==> config.mk <==
export PLATFORM = sky130hd
export DESIGN_NAME = pipeline_debug_ctrl
export DESIGN_NICKNAME = d
export VERILOG_FILES = /design/src/rtl/pipeline_dbg_pkg.sv /design/src/rtl/dbg_word_tx.sv /design/src/rtl/pipeline_debug_ctrl.sv
export SDC_FILE = /design/constraint.sdc
export NUM_CORES = 1
export LEC_CHECK = 0
export ABC_AREA = 0
export BUFFER_PORTS_ARGS = -buffer_cell sky130_fd_sc_hd__buf_2
export CAP_MARGIN = 30
export CORE_MARGIN = 1.5
export CORE_UTILIZATION = 45
export CTS_CLUSTER_DIAMETER = 80
export DETAILED_ROUTE_END_ITERATION = 7
export MAX_ROUTING_LAYER = met4
export PLACE_DENSITY = 0.75
export SYNTH_ARGS = -nofsm -noshare
export SYNTH_HDL_FRONTEND = slang
export SYNTH_SLANG_ARGS = --single-unit
==> constraint.sdc <==
create_clock -name i_clk -period 3.2 [get_ports i_clk]
set_clock_uncertainty 0.1 [all_clocks]
set_input_delay 0.16 -clock i_clk [delete_from_list [all_inputs] [get_ports i_clk]]
set_output_delay 0.16 -clock i_clk [all_outputs]
set_load 0.01 [all_outputs]
==> src/rtl/pipeline_dbg_pkg.sv <==
// Shared command codes, FSM state encoding and dump framing constants for the
// pipeline debug controller.
package pipeline_dbg_pkg;

  localparam int unsigned NB_BYTE        = 8;
  localparam int unsigned BYTES_PER_WORD = 4;

  localparam logic [NB_BYTE-1:0] CMD_RUN   = 8'h52;
  localparam logic [NB_BYTE-1:0] CMD_STEP  = 8'h53;
  localparam logic [NB_BYTE-1:0] CMD_DUMP  = 8'h44;
  localparam logic [NB_BYTE-1:0] CMD_BREAK = 8'h42;

  typedef enum logic [2:0] {
    ST_IDLE  = 3'd0,
    ST_RUN   = 3'd1,
    ST_STEP  = 3'd2,
    ST_FETCH = 3'd3,
    ST_WAIT  = 3'd4,
    ST_SEND  = 3'd5
  } dbg_state_e;

endpackage

==> src/rtl/dbg_word_tx.sv <==
// Serializes one data word into BYTES_PER_WORD valid/ready byte transfers,
// most significant byte first.
module dbg_word_tx
  import pipeline_dbg_pkg::*;
#(
  parameter int unsigned NB_DATA = 32
) (
  input  logic               i_clk,
  input  logic               i_reset,
  input  logic               i_load,
  input  logic [NB_DATA-1:0] i_word,
  output logic [NB_BYTE-1:0] o_tx_data,
  output logic               o_tx_valid,
  input  logic               i_tx_ready,
  output logic               o_done_c
);

  localparam int unsigned NB_CNT = $clog2(BYTES_PER_WORD);
  localparam logic [NB_CNT-1:0] LAST_BYTE = NB_CNT'(BYTES_PER_WORD - 1);

  logic [NB_DATA-1:0] word_q, word_d;
  logic [NB_CNT-1:0]  cnt_q, cnt_d;
  logic               valid_q, valid_d;
  logic               xfer;
  logic               last;

  assign xfer = valid_q & i_tx_ready;
  assign last = (cnt_q == LAST_BYTE);

  // Shift register holds the current byte in its top bits until accepted
  always_comb begin
    word_d  = word_q;
    cnt_d   = cnt_q;
    valid_d = valid_q;
    if (i_load) begin
      word_d  = i_word;
      cnt_d   = '0;
      valid_d = 1'b1;
    end else if (xfer) begin
      if (last) begin
        valid_d = 1'b0;
      end else begin
        word_d = word_q << NB_BYTE;
        cnt_d  = cnt_q + 1'b1;
      end
    end
  end

  always_ff @(posedge i_clk) begin
    if (i_reset) begin
      word_q  <= '0;
      cnt_q   <= '0;
      valid_q <= 1'b0;
    end else begin
      word_q  <= word_d;
      cnt_q   <= cnt_d;
      valid_q <= valid_d;
    end
  end

  assign o_tx_data  = word_q[NB_DATA-1 -: NB_BYTE];
  assign o_tx_valid = valid_q;
  assign o_done_c   = xfer & last;

endmodule

==> src/rtl/pipeline_debug_ctrl.sv <==
// Debug controller: run/step/break the pipeline from a command byte stream and
// dump PC, register file and (with DEBUG_MEM_DUMP_EN) data memory as bytes.
module pipeline_debug_ctrl
  import pipeline_dbg_pkg::*;
#(
  parameter int unsigned NB_DATA     = 32,
  parameter int unsigned NB_REG_ADDR = 5,
  parameter int unsigned NB_MEM_ADDR = 5
) (
  input  logic                   i_clk,
  input  logic                   i_reset,
  input  logic [NB_BYTE-1:0]     i_cmd_data,
  input  logic                   i_cmd_valid,
  output logic                   o_cmd_ready,
  output logic [NB_BYTE-1:0]     o_tx_data,
  output logic                   o_tx_valid,
  input  logic                   i_tx_ready,
  output logic                   o_pipe_en,
  input  logic                   i_halt,
  input  logic [NB_DATA-1:0]     i_pc,
  output logic [NB_REG_ADDR-1:0] o_reg_rd_addr,
  input  logic [NB_DATA-1:0]     i_reg_rd_data,
  output logic [NB_MEM_ADDR-1:0] o_mem_rd_addr,
  input  logic [NB_DATA-1:0]     i_mem_rd_data,
  output logic                   o_busy
);

  localparam int unsigned NUM_REGS = 1 << NB_REG_ADDR;
`ifdef DEBUG_MEM_DUMP_EN
  localparam int unsigned NUM_MEMS  = 1 << NB_MEM_ADDR;
  localparam int unsigned NUM_WORDS = 1 + NUM_REGS + NUM_MEMS;
`else
  localparam int unsigned NUM_WORDS = 1 + NUM_REGS;
`endif
  localparam int unsigned NB_IDX =
    ((NB_REG_ADDR > NB_MEM_ADDR) ? NB_REG_ADDR : NB_MEM_ADDR) + 2;
  localparam logic [NB_IDX-1:0] LAST_IDX     = NB_IDX'(NUM_WORDS - 1);
  localparam logic [NB_IDX-1:0] REG_LAST_IDX = NB_IDX'(NUM_REGS);

  dbg_state_e               state_q, state_d;
  logic                     halted_q, halted_d;
  logic [NB_IDX-1:0]        idx_q, idx_d;
  logic                     pipe_en_q, pipe_en_d;
  logic                     cmd_ready_q, cmd_ready_d;
  logic                     busy_q, busy_d;
  logic [NB_REG_ADDR-1:0]   reg_addr_q, reg_addr_d;
  logic                     cmd_fire;
  logic                     tx_load_c;
  logic [NB_DATA-1:0]       tx_word_c;
  logic                     tx_done_c;

  assign cmd_fire = i_cmd_valid & cmd_ready_q;

  always_ff @(posedge i_clk) begin
    if (i_reset) begin
      state_q <= ST_IDLE;
    end else begin
      state_q <= state_d;
    end
  end

  // Next state, halted flag and dump word index
  always_comb begin
    state_d  = state_q;
    halted_d = halted_q;
    idx_d    = idx_q;
    case (state_q)
      ST_IDLE: begin
        if (cmd_fire) begin
          case (i_cmd_data)
            CMD_RUN:  if (!halted_q) state_d = ST_RUN;
            CMD_STEP: if (!halted_q) state_d = ST_STEP;
            CMD_DUMP: state_d = ST_FETCH;
            default:  state_d = ST_IDLE;
          endcase
        end
      end
      ST_RUN: begin
        if (i_halt) begin
          halted_d = 1'b1;
          state_d  = ST_FETCH;
        end else if (cmd_fire && (i_cmd_data == CMD_BREAK)) begin
          state_d = ST_FETCH;
        end
      end
      ST_STEP: begin
        if (i_halt) halted_d = 1'b1;
        state_d = ST_FETCH;
      end
      ST_FETCH: state_d = (idx_q == '0) ? ST_SEND : ST_WAIT;
      ST_WAIT:  state_d = ST_SEND;
      ST_SEND: begin
        if (tx_done_c) begin
          if (idx_q == LAST_IDX) begin
            idx_d   = '0;
            state_d = ST_IDLE;
          end else begin
            idx_d   = idx_q + 1'b1;
            state_d = ST_FETCH;
          end
        end
      end
      default: state_d = ST_IDLE;
    endcase
  end

  // Registered-output next values and serializer load
  always_comb begin
    pipe_en_d   = (state_d == ST_RUN) || (state_d == ST_STEP);
    cmd_ready_d = (state_d == ST_IDLE) || (state_d == ST_RUN);
    busy_d      = (state_d != ST_IDLE);
    reg_addr_d  = reg_addr_q;
    if ((state_d == ST_FETCH) && (idx_d != '0) && (idx_d <= REG_LAST_IDX)) begin
      reg_addr_d = NB_REG_ADDR'(idx_d - 1'b1);
    end
    tx_load_c = ((state_q == ST_FETCH) && (idx_q == '0)) || (state_q == ST_WAIT);
    tx_word_c = i_pc;
    if (state_q == ST_WAIT) begin
`ifdef DEBUG_MEM_DUMP_EN
      tx_word_c = (idx_q <= REG_LAST_IDX) ? i_reg_rd_data : i_mem_rd_data;
`else
      tx_word_c = i_reg_rd_data;
`endif
    end
  end

  always_ff @(posedge i_clk) begin
    if (i_reset) begin
      halted_q    <= 1'b0;
      idx_q       <= '0;
      pipe_en_q   <= 1'b0;
      cmd_ready_q <= 1'b1;
      busy_q      <= 1'b0;
      reg_addr_q  <= '0;
    end else begin
      halted_q    <= halted_d;
      idx_q       <= idx_d;
      pipe_en_q   <= pipe_en_d;
      cmd_ready_q <= cmd_ready_d;
      busy_q      <= busy_d;
      reg_addr_q  <= reg_addr_d;
    end
  end

`ifdef DEBUG_MEM_DUMP_EN
  logic [NB_MEM_ADDR-1:0] mem_addr_q, mem_addr_d;

  always_comb begin
    mem_addr_d = mem_addr_q;
    if ((state_d == ST_FETCH) && (idx_d > REG_LAST_IDX)) begin
      mem_addr_d = NB_MEM_ADDR'(idx_d - REG_LAST_IDX - 1'b1);
    end
  end

  always_ff @(posedge i_clk) begin
    if (i_reset) begin
      mem_addr_q <= '0;
    end else begin
      mem_addr_q <= mem_addr_d;
    end
  end

  assign o_mem_rd_addr = mem_addr_q;
`else
  logic unused_mem_rd_data;
  assign unused_mem_rd_data = ^i_mem_rd_data;
  assign o_mem_rd_addr      = '0;
`endif

  dbg_word_tx #(
    .NB_DATA (NB_DATA)
  ) u_word_tx (
    .i_clk      (i_clk),
    .i_reset    (i_reset),
    .i_load     (tx_load_c),
    .i_word     (tx_word_c),
    .o_tx_data  (o_tx_data),
    .o_tx_valid (o_tx_valid),
    .i_tx_ready (i_tx_ready),
    .o_done_c   (tx_done_c)
  );

  assign o_pipe_en     = pipe_en_q;
  assign o_cmd_ready   = cmd_ready_q;
  assign o_busy        = busy_q;
  assign o_reg_rd_addr = reg_addr_q;

endmodule

==> results list, run 1 <==
- The run finished with clean final reports.
- Wire segments on met2 add up to 3630 µm in the final route.
- After clock tree synthesis, the clock-pin slew on the worst setup and hold paths is 0.10 ns.
- In the routed design, unresolved DRC markers number 0.
* Count of unique library cells instantiated by Yosys: 51
* Maximum clock frequency: 0.345 GHz
- TritonCTS clock tree: built
- Longest Clk Path Bufs: 2
- Reg2Reg Launch Point: idx_q[1]
- TritonCTS created 5 clock buffers.
* Fraction of layout cells with a size suffix above 1: 31.0%
- The filler cells instantiated in the layout total 642.
- The region available for standard cell placement spans 6790 µm².
- Placed instance area: 3610 µm²
- Buffers on Ports: 93
- Setup violations remaining at the end of the flow were counted as 0.
- Beginning of the worst hold path: i_reg_rd_data[29]
* Met1 wire length: 3210 µm
* P&R area growth vs syn: 17.6%
- Yosys printed 0 warnings.
* Largest net degree at the start of global routing: 52
- The final hold violation count came to 0.
- The number of placed instances, taps included, is 554.
- STA classifies the critical path endpoint as a register.
* Required arrival time at the worst endpoint: 3.30 ns
* Synth Flop Type: dfxtp_1
- After detailed routing, no signal wire sits above met4.
* Iteration-0 DRC Markers: 129
- The tree is rooted in a clkbuf_8.
* Worst Hold Endpoint: u_word_tx.word_q[29]
- After layout, the minimum clock period comes to 2.90 ns.
- Standard-cell rows: 30
* Post-synthesis cell type with the largest combined area: dfxtp_1
- The setup check on the worst reg-to-reg path leaves a slack of 0.30 ns.
- For this block, the routed nets add up to 7360 µm of wire.
* Final std cell area, no fill: 3740 µm²
- The first global-routing pass estimated 12400 µm of wire.
- After detailed routing, the met3 layer carries 429 µm of wire.
- The number of antenna diodes in the final layout is 0.
- Once the floorplan was initialized, standard cells occupied 46.8% of the core.
* Horiz. Die Dim: 87.0 µm
- Via total after detailed routing: 2985
* Gp weighted congestion: 0.880
- Post-Syn Area: 3180 µm²
* Worst slew margin relative to its limit: 37.4%
* Critical Path AT: 3.00 ns
* Number of I/O pins: 131
- P_leak: 0.00162 µW
* Unrepaired setup endpoints after global routing: false
- After clock tree synthesis, the setup repair step added 0 buffers.
* Worst reg2reg path depth: 10
* Cell count after synthesis: 395
* Power, Total: 2110 µW
* Transition at the pin with the smallest max-transition slack: 0.939 ns
- Average footprint of a synthesized cell: 8.04 µm²
* Fin nets: 580
- Routed via count divided by cell count: 5.29
- Overall track demand over capacity in global routing: 20.8%
* DIE HEIGHT: 87.0 µm
- Later-pin clock latency in the skew report: 0.30 ns
- Remaining global-route overflow: 0
- The share of the Yosys chip area taken by registers is 34.0%.
- The floorplan step defined a die boundary enclosing 7570 µm².
- Peak ir drop on the vdd network: 0.272 mV
* Most frequent cell after synthesis: nand2_1
- HPWL after DPL: 5150 µm
* Hold Path Class: in -> reg
- In the final routed layout, each cell accounts on average for 13.1 µm.
* Share of the cycle needed by the critical path after routing: 90.5%
- The worst setup path is launched from a register.
* Critical-path maximum fanout: 5
- Summed over all failing endpoints, the final setup total negative slack is 0 ns.
* H-Tree Depth: 2
- Flops & latches, synth: 54
* Async SR Flop Fraction: 0%
- Synth cell count leaders: nand2_1 (78), dfxtp_1 (54), nor2_1 (49)
- The critical path is of the reg -> reg type.
- The endpoint identified for the worst register-to-register timing path is o_reg_rd_addr[4].
- The via count of the first global-routing pass is 2786.
* Detailed-routing iteration count for the pre-antenna-repair pass: 4
- For this run, the number of standard cells in the final layout without fillers is 564.
* Min-Delay Path Depth: 3
* Final antenna-violating net count: 0
* Fin. max-slew vios: 0
- Number of synthesized flops with an enable pin: 0
* PD cells: 565 nW/µm²
- Number of sinks on the clock net: 54
- Across the run, the number of max-cap violations was 0.
- Summed over its instances, the top area cell type makes up 34.0% of the synthesized netlist area.
- The number of antenna violations at the first check in global routing was 0.
* Top cells by area in the synthesized netlist: dfxtp_1 (34%), nand2_1 (9.2%), mux2_2 (8.5%), a311oi_1 (6.6%), nor2_1 (5.8%)
## worst max path at each step
stage	end	slack [ns]	cells after the start	start
2_1_floorplan	o_reg_rd_addr[1]	0.36	10	idx_q[0]
3_3_place_gp	o_reg_rd_addr[1]	0.22	10	idx_q[0]
3_5_place_dp	o_reg_rd_addr[1]	0.17	10	idx_q[0]
4_1_cts	o_reg_rd_addr[4]	0.14	10	idx_q[0]
5_1_grt	o_reg_rd_addr[4]	0.07	10	idx_q[0]
6_report	o_reg_rd_addr[4]	0.30	10	idx_q[1]
## metrics by stage
stage	worst slack (ns)	hold WS [ns]	util (%)
detailed placement	0.169	0.331	53.1
finish	0.303	0.00518	55.0
global placement	0.220	0.324	53.1
CTS	0.143	0.00181	54.8
global route	0.0660	0.000580	55.0
floorplan	0.358	0.219	-
## sequential cells by signal (all words and copies together), names as in the netlist
| name | flops |
|---|---|
| halted_q | 1 |
| o_busy | 1 |
| idx_q | 7 |
| o_reg_rd_addr | 5 |
| state_q | 3 |
| o_cmd_ready | 1 |
| o_pipe_en | 1 |
| u_word_tx.cnt_q | 2 |
| u_word_tx.word_q | 32 |
| u_word_tx.o_tx_valid | 1 |
## critical path: stages (launching register included)
cell and delay, ns:
dfxtp_1 0.34, inv_1 0.08, ha_1 0.13, or4b_4 0.49, o211ai_1 0.32, o21a_1 0.19
ha_1 0.18, nor3b_2 0.27, a21oi_1 0.11, nand4b_4 0.25, mux2_4 0.33
## logic make-up after synthesis
| family | after synthesis | synth area share, % |
|---|---|---|
| DFF | 54 | 34.0 |
| buffers and inverters | 48 | 8.19 |
| xor gates and xnor gates | 6 | 1.65 |
| adders and majority gates | 4 | 1.58 |
| muxes | 31 | 11.0 |
| AOI/OAI and AO/OA | 71 | 16.8 |
| other | 1 | 0.118 |
| and+or+nand+nor | 180 | 26.6 |
## placed cells by master (no fill, tap or decap), types with 2 or more instances in the layout
cell type / netlist / layout
a21oi_1: 14 / 14
a311oi_1: 24 / 24
a31oi_1: 12 / 12
and2_1: 2 / 2
and4_1: 2 / 2
buf_2: 4 / 93
buf_4: 14 / 9
clkbuf_8: 0 / 7
conb_1: 1 / 5
dfxtp_1: 54 / 54
dlygate4sd3_1: 0 / 2
ha_1: 4 / 4
inv_1: 5 / 5
mux2_2: 24 / 24
mux2_4: 2 / 2
mux2i_1: 5 / 5
nand2_1: 78 / 78
nand2b_1: 4 / 4
nand3_1: 8 / 8
nand3b_1: 5 / 5
nand4_1: 3 / 3
nor2_1: 49 / 48
nor2b_1: 4 / 4
nor3_1: 7 / 7
nor4_1: 6 / 6
o211ai_1: 3 / 3
o21ai_0: 6 / 6
o31a_1: 2 / 2
or3_1: 2 / 2
or4b_1: 2 / 2
xnor2_1: 2 / 2
xor2_1: 4 / 4
## area by class of cell
cell class | count | area (µm²) | area share [%]
Sequential cell | 54 | 1080 | 28.9
Clock inverter | 1 | 8.76 | 0.234
Clock buffer | 7 | 96.3 | 2.58
Timing Repair Buffer | 104 | 553 | 14.8
Inverter | 5 | 18.8 | 0.502
Multi-Input combinational cell | 297 | 1860 | 49.7
Tap cell | 96 | 120 | 3.22
## where the power goes
group	internal, µW	switching, µW	total (µW)
Combinational	357	411	768
Clock	199	220	419
Sequential	813	110	923
Total	1370	741	2110
## layer usage
metal	GRT usage, %	up-vias
li1	-	1525
met1	25.0	1349
met2	35.7	100
met3	4.17	11
met4	5.28	0
met5	-	-
## repair_timing
| item | in CTS | in global routing |
|---|---|---|
| setup endpoints to repair | 0 | 2 |
| endpoints found under the hold margin | 1 | 1 |
| gates resized for setup | 0 | 1 |
| hold buffers | 1 | 1 |
(Power assumes the default switching activity.)
==> inputs of run 2 (changes only) <==
--- a/config.mk
+++ b/config.mk
@@ -8,12 +8,12 @@
 export ABC_AREA = 0
 export BUFFER_PORTS_ARGS = -buffer_cell sky130_fd_sc_hd__buf_2
 export CAP_MARGIN = 30
-export CORE_MARGIN = 1.5
-export CORE_UTILIZATION = 45
+export CORE_UTILIZATION = 40
 export CTS_CLUSTER_DIAMETER = 80
 export DETAILED_ROUTE_END_ITERATION = 7
+export HOLD_SLACK_MARGIN = 0.15
 export MAX_ROUTING_LAYER = met4
-export PLACE_DENSITY = 0.75
+export PLACE_DENSITY = 0.67
 export SYNTH_ARGS = -nofsm -noshare
 export SYNTH_HDL_FRONTEND = slang
 export SYNTH_SLANG_ARGS = --single-unit
==> run 2 against run 1 <==
Compared with the run above:
- the run now ends with design-rule violations left
- combinational power increased by 30%
- register-to-register slack lost 0.14 ns
- critical path depth down 1
- clock-buffer cell count down 2
- clock power up 12%
- power increased by 12%
- final area is 15% higher
- global-route usage barely moved
- fmax shrank 4.5%
- critical endpoint is now u_word_tx.word_q[11]
==> results list, run 2 (synthesized netlist as in run 1, its figures left out) <==
- The via count of the first global-routing pass was 3096 (was 2786).
* Count of non-filler cells in the finished layout: 626 (was 564)
- The antenna diode instance count was 0 (unchanged).
- DIE HEIGHT: 91.1 µm (was 87.0 µm)
- Largest Register: u_word_tx.word_q (unchanged)
* Max-cap violation count: 0 (unchanged)
* Highest-count cells in the layout ignoring fill and taps: buf_2 (93), nand2_1 (78), dfxtp_1 (54), dlygate4sd3_1 (54), nor2_1 (48) (was buf_2 (93), nand2_1 (78), dfxtp_1 (54))
- P&R area growth vs syn: 35.7% (was 17.6%)
- Number of I/O pins: 131 (unchanged)
* Reg-to-reg critical path endpoint: u_word_tx.word_q[11] (was o_reg_rd_addr[4])
- The total power of the final layout was 2360 µW (was 2110 µW).
- The smallest hold slack is 0.150 ns (was 0.00518 ns).
- Post-Place Cells: 564 (was 554)
- The detailed-router iteration count before antenna repair is 6 (was 4).
- The final layout net count is 636 (was 580).
- The worst-case clock buffer depth came to 2 (unchanged).
- Status: complete, but fails checks (was completed).
* Gp weighted congestion: 0.880 (about the same)
- Detailed-route wire length: 8400 µm (was 7360 µm)
* Unrepaired setup endpoints after global routing: false (unchanged)
- The worst slew slack as a fraction of its limit was 54.9% (was 37.4%).
- Critical Path AT: 3.19 ns (was 3.00 ns)
* Required arrival time at the worst endpoint: 3.35 ns (was 3.30 ns)
* Largest net degree at the start of global routing: 51 (was 52)
- The fill cell total of the finished layout is 722 (was 642).
- The clock sink count was 54 (unchanged).
- Maximum clock frequency: 0.329 GHz (was 0.345 GHz)
- The final reports fail on design-rule violations.
* Critical-path maximum fanout: 50 (was 5)
- Later-pin clock latency in the skew report: 0.31 ns (was 0.30 ns)
- The final hold violation count was 0 (unchanged).
- The per-cell via count in the routed design was 5.18 (was 5.29).
* Standard-cell rows: 32 (was 30)
- The worst setup timing slack at the placement stage came to 0.183 ns (was 0.169 ns).
- The DRC violation count after routing came to 1 (was 0).
- Final antenna-violating net count: 0 (unchanged)
- The hold path endpoint was u_word_tx.word_q[3] (was u_word_tx.word_q[29]).
* Via total after detailed routing: 3243 (was 2985)
- DIE AREA: 8300 µm² (was 7570 µm²)
* Total Neg Setup Slack: 0 ns (unchanged)
- Slack of the critical path: 0.165 ns (was 0.303 ns)
* TritonCTS clock tree: built (unchanged)
- Start-to-end type of the worst setup path: reg -> reg (unchanged)
* Clock root buffer: clkbuf_8 (unchanged)
* Beginning of the worst hold path: i_pc[3] (was i_reg_rd_data[29])
* Horiz. Die Dim: 91.1 µm (was 87.0 µm)
* Fraction of layout cells with a size suffix above 1: 28.4% (was 31.0%)
* Buffers on Ports: 93 (unchanged)
* Endpoint class of the critical path: register (unchanged)
- Number of flip-flops in the largest register: 32 (unchanged)
- The launching point of the worst reg2reg path is idx_q[0] (was idx_q[1]).
- The transition time of the tightest slew-check pin came to 0.676 ns (was 0.939 ns).
- H-Tree Depth: 2 (unchanged)
* CTS Buf Count: 5 (unchanged)
- The final period demand of the worst path was 3.04 ns (was 2.90 ns).
- The total leakage power is 0.00193 µW (was 0.00162 µW).
- Critical Path Start Type: register (unchanged)
- The number of setup violations in the final report was 0 (unchanged).
- Remaining global-route overflow: 0 (unchanged)
- The first-pass GRT wire length is 13900 µm (was 12400 µm).
- Fin. max-slew vios: 0 (unchanged)
* Core footprint: 7690 µm² (was 6790 µm²)
* Routed wire length per instance: 13.4 µm (was 13.1 µm)
- Overall track demand over capacity in global routing: 20.8% (about the same)
- Iteration-0 DRC Markers: 99 (was 129)
* Peak ir drop on the vdd network: 0.250 mV (was 0.272 mV)
* Hold Path Class: in -> reg (unchanged)
- Clock transition at the register clock pins on the worst setup and hold paths after CTS: 0.10 ns (about the same)
- The worst hold path stage count was 5 (was 3).
- The total power per unit cell area is 546 nW/µm² (was 565 nW/µm²).
- The detailed placer's ending HPWL is 5290 µm (was 5150 µm).
* Most frequent standard cell in the layout excluding fill and tap cells: buf_2 (unchanged)
* Share of the cycle needed by the critical path after routing: 94.8% (was 90.5%)
* Initial standard-cell utilization of the core: 41.3% (was 46.8%)
- Initial antenna violation count: 0 (unchanged)
- Worst reg2reg path depth: 9 (was 10)
* Reg-to-reg slack, setup: 0.16 ns (was 0.30 ns)
run 2: cell count changes in the layout (fill, tap and decap cells not counted):
cell / previous run / this run
bufinv_16: 0 / 1
dlygate4sd3_1: 2 / 54
buf_12: 0 / 1
buf_4: 9 / 12
clkinv_2: 0 / 2
clkbuf_8: 7 / 5
clkinv_4: 1 / 0
run 2: routing by layer:
metal / global-route usage (%) / vias up / share of wire [%]
met5: - / - / 0
li1: - / 1631 / -
met2: 36.7 / 100 / 50
met1: 24.8 / 1503 / 44
met3: 3.02 / 9 / 4.3
met4: 5.16 / 0 / 1.4
run 2: worst max-delay path: stages, from the launching register on:
cell and delay (ns):
dfxtp_1 0.36, inv_1 0.07, ha_1 0.13, or4b_4 0.49
or2_4 0.28, o41ai_4 0.35, buf_12 0.27, nor2_1 0.08
a311oi_1 0.25, dlygate4sd3_1 0.59
run 2: worst max path at each step:
stage,from,endpoint,slack (ns),cells after the start
floorplan,idx_q[0],o_reg_rd_addr[1],0.36,10
global placement,idx_q[0],o_reg_rd_addr[1],0.25,10
detailed placement,idx_q[0],o_reg_rd_addr[1],0.18,10
CTS,idx_q[0],u_word_tx.word_q[16],0.05,9
global route,idx_q[0],u_word_tx.word_q[24],0.02,9
finish,idx_q[0],u_word_tx.word_q[11],0.16,9
run 2: per-stage QoR:
| step | instance area [µm²] | util [%] |
|---|---|---|
| after floorplan | 3190 | - |
| after global placement | 3640 | 47.4 |
| after detailed placement | 3640 | 47.4 |
| after CTS | 4290 | 55.8 |
| after global routing | 4310 | 56.1 |
| final | 4310 | 56.1 |
run 2: power breakdown:
part / total (µW) / switching, µW / internal [µW] / leakage (µW)
Clock: 468 / 237 / 231 / 0.0000579
Sequential: 890 / 77.2 / 813 / 0.000438
Combinational: 998 / 491 / 507 / 0.00143
run 2: timing repair:
action                                  in CTS  in global routing
setup buffers                                0                  0
hold endpoints to repair                    33                  0
resized for setup                            0                  5
hold buffers                                54                  0
endpoints found under the setup margin       0                 26
run 2: layout make-up:
type / instances / area (µm²) / area share (%)
clock buffers: 5 / 68.8 / 1.60
well taps: 102 / 128 / 2.96
clock inverters: 3 / 40.0 / 0.929
multi-input cells: 297 / 1860 / 43.1
flip-flops and latches: 54 / 1080 / 25.1
repair buffers: 160 / 1120 / 25.9
inverters: 5 / 18.8 / 0.435
==> inputs of run 3 (changes only) <==
--- a/config.mk
+++ b/config.mk
@@ -12,7 +12,6 @@
 export CTS_CLUSTER_DIAMETER = 80
 export DETAILED_ROUTE_END_ITERATION = 7
 export HOLD_SLACK_MARGIN = 0.15
-export MAX_ROUTING_LAYER = met4
 export PLACE_DENSITY = 0.67
 export SYNTH_ARGS = -nofsm -noshare
 export SYNTH_HDL_FRONTEND = slang
==> constraint.sdc (replaced) <==
create_clock -name i_clk -period 3.2 [get_ports i_clk]
set_clock_uncertainty 0.1 [all_clocks]
set_input_delay 0.32 -clock i_clk [delete_from_list [all_inputs] [get_ports i_clk]]
set_output_delay 0.32 -clock i_clk [all_outputs]
set_load 0.01 [all_outputs]
==> run 3 against run 2 <==
Compared with the run above:
- die area unchanged
- via count shrank 7.5%
- critical endpoint is now o_reg_rd_addr[1]
- non-clock buffer count shrank 54
- sequential cell count unchanged
- register-to-register slack improved by 0.13 ns
- power down 8.3%
- the flow still finishes with violations (design-rule violations)
- combinational power down 19%
- setup slack gained 0.13 ns
- critical path depth is 1 higher
- clock-buffer cell count grew 2
- clock power is 3% lower
- sequential share of layout area is 3.7 points higher
==> results list, run 3 (synthesized netlist as in run 1, its figures left out) <==
- The fill cell total of the finished layout is 790 (was 722).
- The hold path endpoint is u_word_tx.word_q[20] (was u_word_tx.word_q[3]).
* Setup Buffers After CTS: 0 (unchanged)
* Overall track demand over capacity in global routing: 18.1% (was 20.8%)
- Multi-input logic area: 1860 µm² (unchanged)
* Worst slew margin relative to its limit: 56.6% (was 54.9%)
- The register-to-register path setup slack was 0.30 ns (was 0.16 ns).
- Antenna diode count: 0 (unchanged)
- The transition time of the tightest slew-check pin was 0.651 ns (was 0.676 ns).
* Count of hold buffers inserted by post-cts repair: 0 (was 54)
- Iteration-0 DRC Markers: 101 (was 99)
- Placed instance area: 3640 µm² (unchanged)
* Min-Delay Path Depth: 3 (was 5)
* Worst-case hold slack: 0.167 ns (was 0.150 ns)
* H-Tree Depth: 2 (unchanged)
- The type of element launching the critical path was a register (unchanged).
- Status: complete, but fails checks (unchanged)
- The count of vias placed by the detailed router was 3001 (was 3243).
- Gp weighted congestion: 0.836 (was 0.880)
* Detailed-routing iteration count for the pre-antenna-repair pass: 6 (unchanged)
* Initial antenna violation count: 0 (unchanged)
- The sum of overflow across all layers after global routing came to 0 (unchanged).
* Fin. max-slew vios: 0 (unchanged)
* Later-pin clock latency in the skew report: 0.30 ns (was 0.31 ns)
- First-pass GRT wire length: 12400 µm (was 13900 µm)
* Detailed-route wire length: 7490 µm (was 8400 µm)
- The final hold violation count was 0 (unchanged).
- The critical path data arrival time was 3.00 ns (was 3.19 ns).
* Largest Register: u_word_tx.word_q (unchanged)
- Sequential cell area: 1080 µm² (unchanged)
- The total power per unit cell area came to 575 nW/µm² (was 546 nW/µm²).
* Min cycle time layout: 2.90 ns (was 3.04 ns)
- Post-cts resize count: 0 (unchanged)
- The maximum vdd drop is 0.225 mV (was 0.250 mV).
- Fraction of layout cells with a size suffix above 1: 31.3% (was 28.4%)
- Crit path launch: idx_q[0] (unchanged)
* Worst reg2reg path depth: 10 (was 9)
- Number of I/O pins: 131 (unchanged)
* Largest net degree at the start of global routing: 51 (unchanged)
* Longest Clk Path Bufs: 2 (unchanged)
- The initial cell density of the core was 41.3% (unchanged).
* Start-to-end type of the worst setup path: reg -> reg (unchanged)
- The max-cap violation count came to 0 (unchanged).
* Critical-path maximum fanout: 5 (was 50)
* Endpoint class of the critical path: register (unchanged)
- Number of global-route vias before repair: 2795 (was 3096)
- The fraction of the cycle the final worst path needs was 90.7% (was 94.8%).
- The CTS tree was built (unchanged).
- The detailed placer's ending HPWL is 5160 µm (was 5290 µm).
* Violations in the final reports: design-rule violations (unchanged)
* Setup violators final: 0 (unchanged)
* Fin nets: 582 (was 636)
- Hold Path Class: in -> reg (unchanged)
- The row count is 32 (unchanged).
- The total leakage power came to 0.00163 µW (was 0.00193 µW).
* Required arrival time at the worst endpoint: 3.30 ns (was 3.35 ns)
* Routed wire length per instance: 13.1 µm (was 13.4 µm)
* Core footprint: 7690 µm² (unchanged)
* Routed via count divided by cell count: 5.25 (was 5.18)
- The summed negative setup slack over all endpoints was 0 ns (unchanged).
- Beginning of the worst hold path: i_reg_rd_data[20] (was i_pc[3])
- The clock transition time at the flip-flop clock pins of the worst setup and hold paths was 0.10 ns (about the same).
* Maximum clock frequency: 0.344 GHz (was 0.329 GHz)
- The clock sink count came to 54 (unchanged).
- DIE HEIGHT: 91.1 µm (unchanged)
* Most frequent standard cell in the layout excluding fill and tap cells: buf_2 (unchanged)
- Drc violations: 1 (unchanged)
- Final std cell area, no fill: 3750 µm² (was 4310 µm²)
* Unrepaired setup endpoints after global routing: false (unchanged)
- The launching point of the worst reg2reg path was idx_q[0] (unchanged).
- The capture point of the worst reg-to-reg path was o_reg_rd_addr[1] (was u_word_tx.word_q[11]).
- Clock root buffer: clkbuf_8 (unchanged)
* Horiz. Die Dim: 91.1 µm (unchanged)
- The number of flip-flops in the largest register was 32 (unchanged).
- DIE AREA: 8300 µm² (unchanged)
* Buffers on Ports: 93 (unchanged)
- Highest-count cells in the layout ignoring fill and taps: buf_2 (93), nand2_1 (78), dfxtp_1 (54) (was buf_2 (93), nand2_1 (78), dfxtp_1 (54), dlygate4sd3_1 (54), nor2_1 (48))
- CTS Buf Count: 5 (unchanged)
- The growth of design area from synthesis to finish was 18.2% (was 35.7%).
* Final antenna-violating net count: 0 (unchanged)
==> run 3: worst max-delay path, cell delays in order (launching register included) <==
cell and delay (ns):
dfxtp_1 0.36, inv_1 0.08, ha_1 0.14, or4b_4 0.49, o211ai_1 0.33, o21a_1 0.20, ha_1 0.18, nor3b_2 0.25
nand4_1 0.18, nand4b_4 0.19, mux2_4 0.31
==> run 3: final cells by class <==
type	count	share of cell area [%]
multi-input combinational	297	49.5
sequential	54	28.8
timing repair buffer	106	15.0
tap	102	3.40
clock buffer	7	2.03
clock inverter	1	0.800
inverter	5	0.500
==> run 3: worst max-delay path by stage <==
| stage | to | slack [ns] | cells past startpoint |
|---|---|---|---|
| floorplan | o_reg_rd_addr[1] | 0.36 | 10 |
| global placement | o_reg_rd_addr[1] | 0.25 | 10 |
| detailed placement | o_reg_rd_addr[4] | 0.18 | 10 |
| CTS | o_reg_rd_addr[1] | 0.15 | 10 |
| global route | o_reg_rd_addr[1] | 0.12 | 10 |
| finish | o_reg_rd_addr[1] | 0.30 | 10 |
==> run 3: power by group <==
part | internal [µW] | leakage (µW) | switching, µW
registers | 813 | 0.000438 | 80.3
clock network | 235 | 0.0000524 | 219
logic | 370 | 0.00114 | 443
==> run 3: through the flow <==
step	util [%]	cells	power (µW)	setup slack (ns)
detailed placement	47.4	564	1720	0.182
global route	48.8	572	2310	0.124
CTS	48.8	572	2180	0.154
floorplan	-	399	1550	0.358
global placement	47.4	564	1710	0.255
finish	48.8	572	2160	0.296
==> run 3: metal layers <==
metal  share of wire (%)  vias to the layer above  routed length [µm]  global-route usage (%)
li1                    -                     1522                   -                       -
met1                  46                     1382                3440                    21.4
met2                  47                       91                3510                    32.5
met3                 6.2                        6                 465                    4.19
met4                 1.0                        0                  76                    4.89
met5                   0                        -                   0                       0
